$ cat config.mk
export PLATFORM = sky130hd
export DESIGN_NAME = counter_display_mux
export DESIGN_NICKNAME = d
export VERILOG_FILES = /design/src/rtl/counter_display_pkg.sv /design/src/rtl/btn_debounce.sv /design/src/rtl/counter_display_mux.sv
export SDC_FILE = /design/constraint.sdc
export NUM_CORES = 1
export LEC_CHECK = 0
export BUFFER_PORTS_ARGS = -buffer_cell sky130_fd_sc_hd__buf_2
export CAP_MARGIN = 20
export CORE_AREA = 2 2 115 117
export CTS_CLUSTER_DIAMETER = 100
export DETAILED_ROUTE_END_ITERATION = 7
export DIE_AREA = 0 0 117 119
export PLACE_DENSITY = 0.65
export SLEW_MARGIN = 20
export SYNTH_ARGS = -nofsm -noshare
export SYNTH_HDL_FRONTEND = slang
export SYNTH_HIERARCHICAL = 1
export SYNTH_SLANG_ARGS = --single-unit
$ cat constraint.sdc
create_clock -name clk -period 9.1 [get_ports clk]
set_clock_uncertainty 0.1 [all_clocks]
set_input_delay 0.455 -clock clk [delete_from_list [all_inputs] [get_ports clk]]
set_output_delay 0.455 -clock clk [all_outputs]
set_load 0.01 [all_outputs]
$ cat src/rtl/counter_display_pkg.sv
// Shared types and constants for the counter display multiplexer.
//   state_t  : run/pause state of the counter FSM
//   bcd_t    : one decimal digit, 4 bits, legal values 0..9
//   seg_of() : 7-segment code of a digit, seg[0]=A .. seg[6]=G, active-high
package counter_display_pkg;

   typedef enum logic {
      PAUSE = 1'b0,
      RUN   = 1'b1
   } state_t;

   typedef logic [3:0] bcd_t;

   // Entry [n] is the segment code of digit n.
   localparam logic [9:0][6:0] SEG_TABLE = {
      7'b1101111,   // 9
      7'b1111111,   // 8
      7'b0000111,   // 7
      7'b1111101,   // 6
      7'b1101101,   // 5
      7'b1100110,   // 4
      7'b1001111,   // 3
      7'b1011011,   // 2
      7'b0000110,   // 1
      7'b0111111    // 0
   };

   function automatic logic [6:0] seg_of(bcd_t d);
      if (d > 4'd9) return 7'b0000000;
      return SEG_TABLE[d];
   endfunction

endpackage

$ cat src/rtl/btn_debounce.sv
// Push-button conditioning: 2-flop synchronizer, debounce, press detect.
//   clk    : system clock
//   reset  : asynchronous active-low reset
//   btn    : raw asynchronous button, high = pressed
//   press  : one-cycle pulse per accepted press (0->1); release gives nothing
module btn_debounce #(
   parameter int DEBOUNCE_CYC = 500_000
) (
   input  logic clk,
   input  logic reset,
   input  logic btn,
   output logic press
);

   localparam int CW = (DEBOUNCE_CYC > 1) ? $clog2(DEBOUNCE_CYC) : 1;
   localparam logic [CW-1:0] RELOAD = CW'(DEBOUNCE_CYC - 1);

   logic          sync1;
   logic          sync2;
   logic          level;
   logic          armed;
   logic [CW-1:0] cnt;
   logic          lvl_eff;
   logic          accept;

   // Until a debounced low has been seen after reset the button is treated
   // as pressed, so a button held through reset release cannot fire a press.
   assign lvl_eff = level | ~armed;
   assign accept  = (sync2 != lvl_eff) && (cnt == '0);

   always_ff @(posedge clk or negedge reset) begin
      if (!reset) begin
         sync1 <= 1'b0;
         sync2 <= 1'b0;
         level <= 1'b0;
         armed <= 1'b0;
         press <= 1'b0;
         cnt   <= RELOAD;
      end else begin
         sync1 <= btn;
         sync2 <= sync1;
         press <= accept & sync2;
         if (sync2 == lvl_eff) begin
            cnt <= RELOAD;
         end else if (accept) begin
            level <= sync2;
            armed <= 1'b1;
            cnt   <= RELOAD;
         end else begin
            cnt <= cnt - CW'(1);
         end
      end
   end

endmodule

$ cat src/rtl/counter_display_mux.sv
// Run/pause BCD up/down counter with multiplexed 7-segment display.
//   clk   : system clock, rising edge
//   reset : asynchronous active-low reset
//   btn   : raw push-button, each press toggles run/pause
//   down  : 1 = count down, 0 = count up (sampled on tick)
//   clr   : synchronous clear of all digits, active-high
//   seg   : segment code of the scanned digit, seg[0]=A .. seg[6]=G
//   dp    : decimal point, lit on digit 0 while paused
//   an    : one-hot digit enable, an[0] = least significant digit
//
// state | meaning
// PAUSE | ticks ignored, value held, dp lit on digit 0
// RUN   | value steps by one on every tick
module counter_display_mux
   import counter_display_pkg::*;
#(
   parameter int DIGITS       = 4,
   parameter int TICK_DIV     = 50_000_000,
   parameter int SCAN_DIV     = 50_000,
   parameter int DEBOUNCE_CYC = 500_000
) (
   input  logic              clk,
   input  logic              reset,
   input  logic              btn,
   input  logic              down,
   input  logic              clr,
   output logic [6:0]        seg,
   output logic              dp,
   output logic [DIGITS-1:0] an
);

   localparam int TW = $clog2(TICK_DIV);
   localparam int SW = (SCAN_DIV > 1) ? $clog2(SCAN_DIV) : 1;
   localparam int IW = (DIGITS > 1) ? $clog2(DIGITS) : 1;
   // Prescalers count down and reload from zero; the terminal count is 1 so
   // the first pulse lands exactly DIV cycles after reset release.
   localparam logic [SW-1:0] SCAN_TC = (SCAN_DIV > 1) ? SW'(1) : SW'(0);

   state_t        state, state_n;
   logic          press;
   logic [TW-1:0] tick_cnt;
   logic          tick;
   logic [SW-1:0] scan_cnt;
   logic          step;
   logic [IW-1:0] idx, idx_n;
   bcd_t          digits   [DIGITS];
   bcd_t          digits_n [DIGITS];
   logic          carry;

   btn_debounce #(
      .DEBOUNCE_CYC(DEBOUNCE_CYC)
   ) u_btn_debounce (
      .clk  (clk),
      .reset(reset),
      .btn  (btn),
      .press(press)
   );

   assign tick = (tick_cnt == TW'(1));
   assign step = (scan_cnt == SCAN_TC);

   always_comb begin
      state_n = state;
      if (press) state_n = (state == RUN) ? PAUSE : RUN;
   end

   always_comb begin
      idx_n = idx;
      if (step) idx_n = (idx == IW'(DIGITS - 1)) ? '0 : idx + IW'(1);
   end

   // Ripple carry/borrow through the digits; a carry out of the top digit is
   // dropped, which gives the 99..9 <-> 00..0 wrap.
   always_comb begin
      digits_n = digits;
      carry    = 1'b1;
      if (clr) begin
         for (int i = 0; i < DIGITS; i++) digits_n[i] = '0;
      end else if (tick && (state == RUN)) begin
         for (int i = 0; i < DIGITS; i++) begin
            if (carry) begin
               if (down) begin
                  if (digits[i] == 4'd0) begin
                     digits_n[i] = 4'd9;
                  end else begin
                     digits_n[i] = digits[i] - 4'd1;
                     carry       = 1'b0;
                  end
               end else begin
                  if (digits[i] == 4'd9) begin
                     digits_n[i] = 4'd0;
                  end else begin
                     digits_n[i] = digits[i] + 4'd1;
                     carry       = 1'b0;
                  end
               end
            end
         end
      end
   end

   always_ff @(posedge clk or negedge reset) begin
      if (!reset) begin
         state    <= PAUSE;
         tick_cnt <= '0;
         scan_cnt <= '0;
         idx      <= '0;
         digits   <= '{default: '0};
         seg      <= seg_of(4'd0);
      end else begin
         state    <= state_n;
         tick_cnt <= (tick_cnt == '0) ? TW'(TICK_DIV - 1) : tick_cnt - TW'(1);
         scan_cnt <= (scan_cnt == '0) ? SW'(SCAN_DIV - 1) : scan_cnt - SW'(1);
         idx      <= idx_n;
         digits   <= digits_n;
         // Built from next-cycle values so seg always matches the current an.
         seg      <= seg_of(digits_n[idx_n]);
      end
   end

   always_comb begin
      an      = '0;
      an[idx] = 1'b1;
   end

   assign dp = (idx == '0) && (state == PAUSE);

endmodule
==> impl_metrics.yaml <==
yosys:
  synthesis.nets: 600
  synth-edff-count: 0
  synth_xor_area_frac: 0.0702
  ys_seq_area_frac: 0.414
  yosys_warnings: 6
  synth_top_family_by_area: "simple AND/OR/NAND/NOR gates"
  synthAdderAreaFrac: 0.0624
  synthesis.area_sq_um: 5610
  async_reset_ff_frac: 1.00
  synth.mux.area_fraction: 0.0508
  synth-main-ff-cell: "dfrtp_1"
  yosys.area_share.simple: 0.267
  synth_compound_area_frac: 0.0981
  syn_inst: 567
  ys_types: 82
  synth_seq_cells: 92
  syn-mean-instance-area_sq_um: 9.90
global_routing:
  grt_max_degree: 54
  overflow: 0
  antenna_found_initial: 0
  grt_pass1_wl_microns: 19800
  grt_pass1_vias: 4221
  grt_usage: 0.178
clocking:
  root_buffer: "clkbuf_16"
  cts_tree: "built"
  htree_levels: 3
  path_clk_slew_ns: 0.07
  ctsLongestPathBuffers: 2
  clock_sinks: 92
  cts_setup_buffers: 0
  clk_latency_ns: 0.35
  cts-resized-gates: 0
  cts_hold_buf: 0
  cts_buffers: 9
sta:
  rsz0062_at_grt: "no"
  hold_viol: 28
  setup_viol: 0
  period_minus_slack_ns: 3.60
  drv_slew: 0
  fin_setup_tns_ns: 0
  finalCritPeriodShare: 0.396
  slew_headroom: 0.446
  final.setup.worst_slack_ns: 5.50
  hold-worst-slack_ns: -0.0161
  worst_slew_pin_slew_ns: 0.827
  max_freq_ghz: 0.278
cells_and_area:
  synthToLayoutAreaGrowth_pct: 9.29
  final_nets: 611
  antenna_cells: 0
  final_common_cell: "dfrtp_1"
  regArea_sq_um: 2320
  final_cell_mix: "dfrtp_1, nor2_1, nand2_1"
  drive_gt1_frac: 0.173
  num-fill-cells: 1195
  multi_input_area_sq_um: 3080
min_path:
  hold_path.class: "in -> async"
power:
  p_leak_uw: 0.00248
  power_density_nw_per_um2: 131
  ir_worst_vdd_mv: 0.100
route:
  wl_per_cell_microns: 14.9
  drc_errors: 0
  num_vias: 4101
  routed_wl_microns: 11300
  via_per_inst: 5.40
  drt_iter0_markers: 162
  first_pass_iters: 4
  ant_nets: 0
flow_run:
  maxCapViolCount: 0
die:
  start_util: 0.436
  ios: 17
  die_y_microns: 119
  rows: 42
  die_w_microns: 117
  core_area_sq_um: 12900
  die-area_sq_um: 13900
worst_setup_path:
  critPathArrivalTime_ns: 3.72
  cp.required_ns: 9.22
  path_class: "reg -> reg"
  end_kind: "flip-flop"
  start_kind: "flip-flop"
  worstPathMaxFanout: 6
place:
  dp_hpwl_microns: 8020
  dp_slack_ns: 5.51
  io_buffers: 16
  gp_congestion: 0.830
outcome:
  outcome: "finished with violations"
  violations: "hold timing"
-- sequential cells by signal (all words and copies together) (netlist names) --
name,flops
tick_cnt,26
u_btn_debounce/cnt,19
digits,16
scan_cnt,16
seg,7
idx,2
state,1
u_btn_debounce/armed,1
u_btn_debounce/level,1
u_btn_debounce/press,1
u_btn_debounce/sync1,1
u_btn_debounce/sync2,1
-- synth_stat cells, types with 5 or more instances --
master / number / share of area
nand3_1: 12 / 0.011
or4_1: 7 / 0.0094
xor2_1: 12 / 0.019
dfrtp_1: 75 / 0.33
o21ai_0: 9 / 0.0080
or3_1: 6 / 0.0067
nor3_2: 5 / 0.0089
nor4_1: 12 / 0.013
nand3b_1: 8 / 0.011
ha_1: 28 / 0.062
dfstp_2: 17 / 0.080
nor2b_1: 14 / 0.016
a211oi_1: 5 / 0.0067
clkbuf_1: 11 / 0.0074
and3_1: 6 / 0.0067
nor2_1: 60 / 0.040
a21oi_1: 20 / 0.018
nand2_1: 60 / 0.040
xnor2_1: 33 / 0.051
inv_1: 30 / 0.020
mux2i_1: 15 / 0.027
nor3_1: 16 / 0.014
-- area by class of cell --
| cell class | instances | share of cell area |
|---|---|---|
| clock inverters | 3 | 0.00306 |
| flip-flops and latches | 92 | 0.379 |
| repair buffers | 17 | 0.0147 |
| inverters | 32 | 0.0200 |
| multi-input cells | 426 | 0.502 |
| well taps | 176 | 0.0359 |
| clock buffers | 13 | 0.0457 |
-- through the flow --
stage	instance area (sq um)	cells	util	hold slack [ns]	total power, uW
3_3_place_gp	5840	743	0.453	0.235	444
3_5_place_dp	5840	743	0.453	0.243	444
6_report	6140	759	0.477	-0.0161	806
4_1_cts	6140	759	0.477	0.00114	818
2_1_floorplan	5610	567	-	0.0594	433
5_1_grt	6140	759	0.477	0.0223	839
-- layer usage --
metal	track usage	share of wire
met4	0.0588	0.014
met2	0.277	0.48
met1	0.244	0.48
met3	0.0427	0.032
met5	0	0
-- kinds of logic (layout without fill, tap and decap cells) --
logic type,Yosys count,count (layout)
AOI/OAI and AO/OA,74,74
xor gates and xnor gates,45,45
adders and majority gates,28,28
buffers and inverters,49,65
DFF,92,92
muxes,23,23
and+or+nand+nor,256,256
-- worst max-delay path, cell delays in order, from the launching register on --
cell,delay (ns)
dfrtp_1,0.42
nor4_2,0.49
nand3_2,0.19
a2111oi_4,0.56
nor2_1,0.08
a211oi_1,0.31
o22ai_1,0.15
a21oi_1,0.27
inv_1,0.14
ha_1,0.23
nor2_1,0.12
inv_1,0.06
a21oi_2,0.26
a21oi_1,0.08
-- power breakdown --
part / internal [uW] / switching, uW
combinational: 6.26 / 17.4
clock: 215 / 155
sequential: 412 / 1.23
total: 633 / 174
-- worst paths after layout --
check                                      from                     end  slack [ns]  cells after the start
min reg2reg                u_btn_debounce/sync1    u_btn_debounce/sync2        0.25                      0
max                                tick_cnt[19]                  seg[6]        5.50                     13
max reg2reg                        tick_cnt[19]                  seg[6]        5.50                     13
min in group clk                            btn    u_btn_debounce/sync1        0.12                      1
min                                       reset  u_btn_debounce/cnt[14]       -0.02                      1
max in group asynchronous                 reset               digits[6]        7.86                      2
No activity file was read; power rests on OpenSTA's default activity.
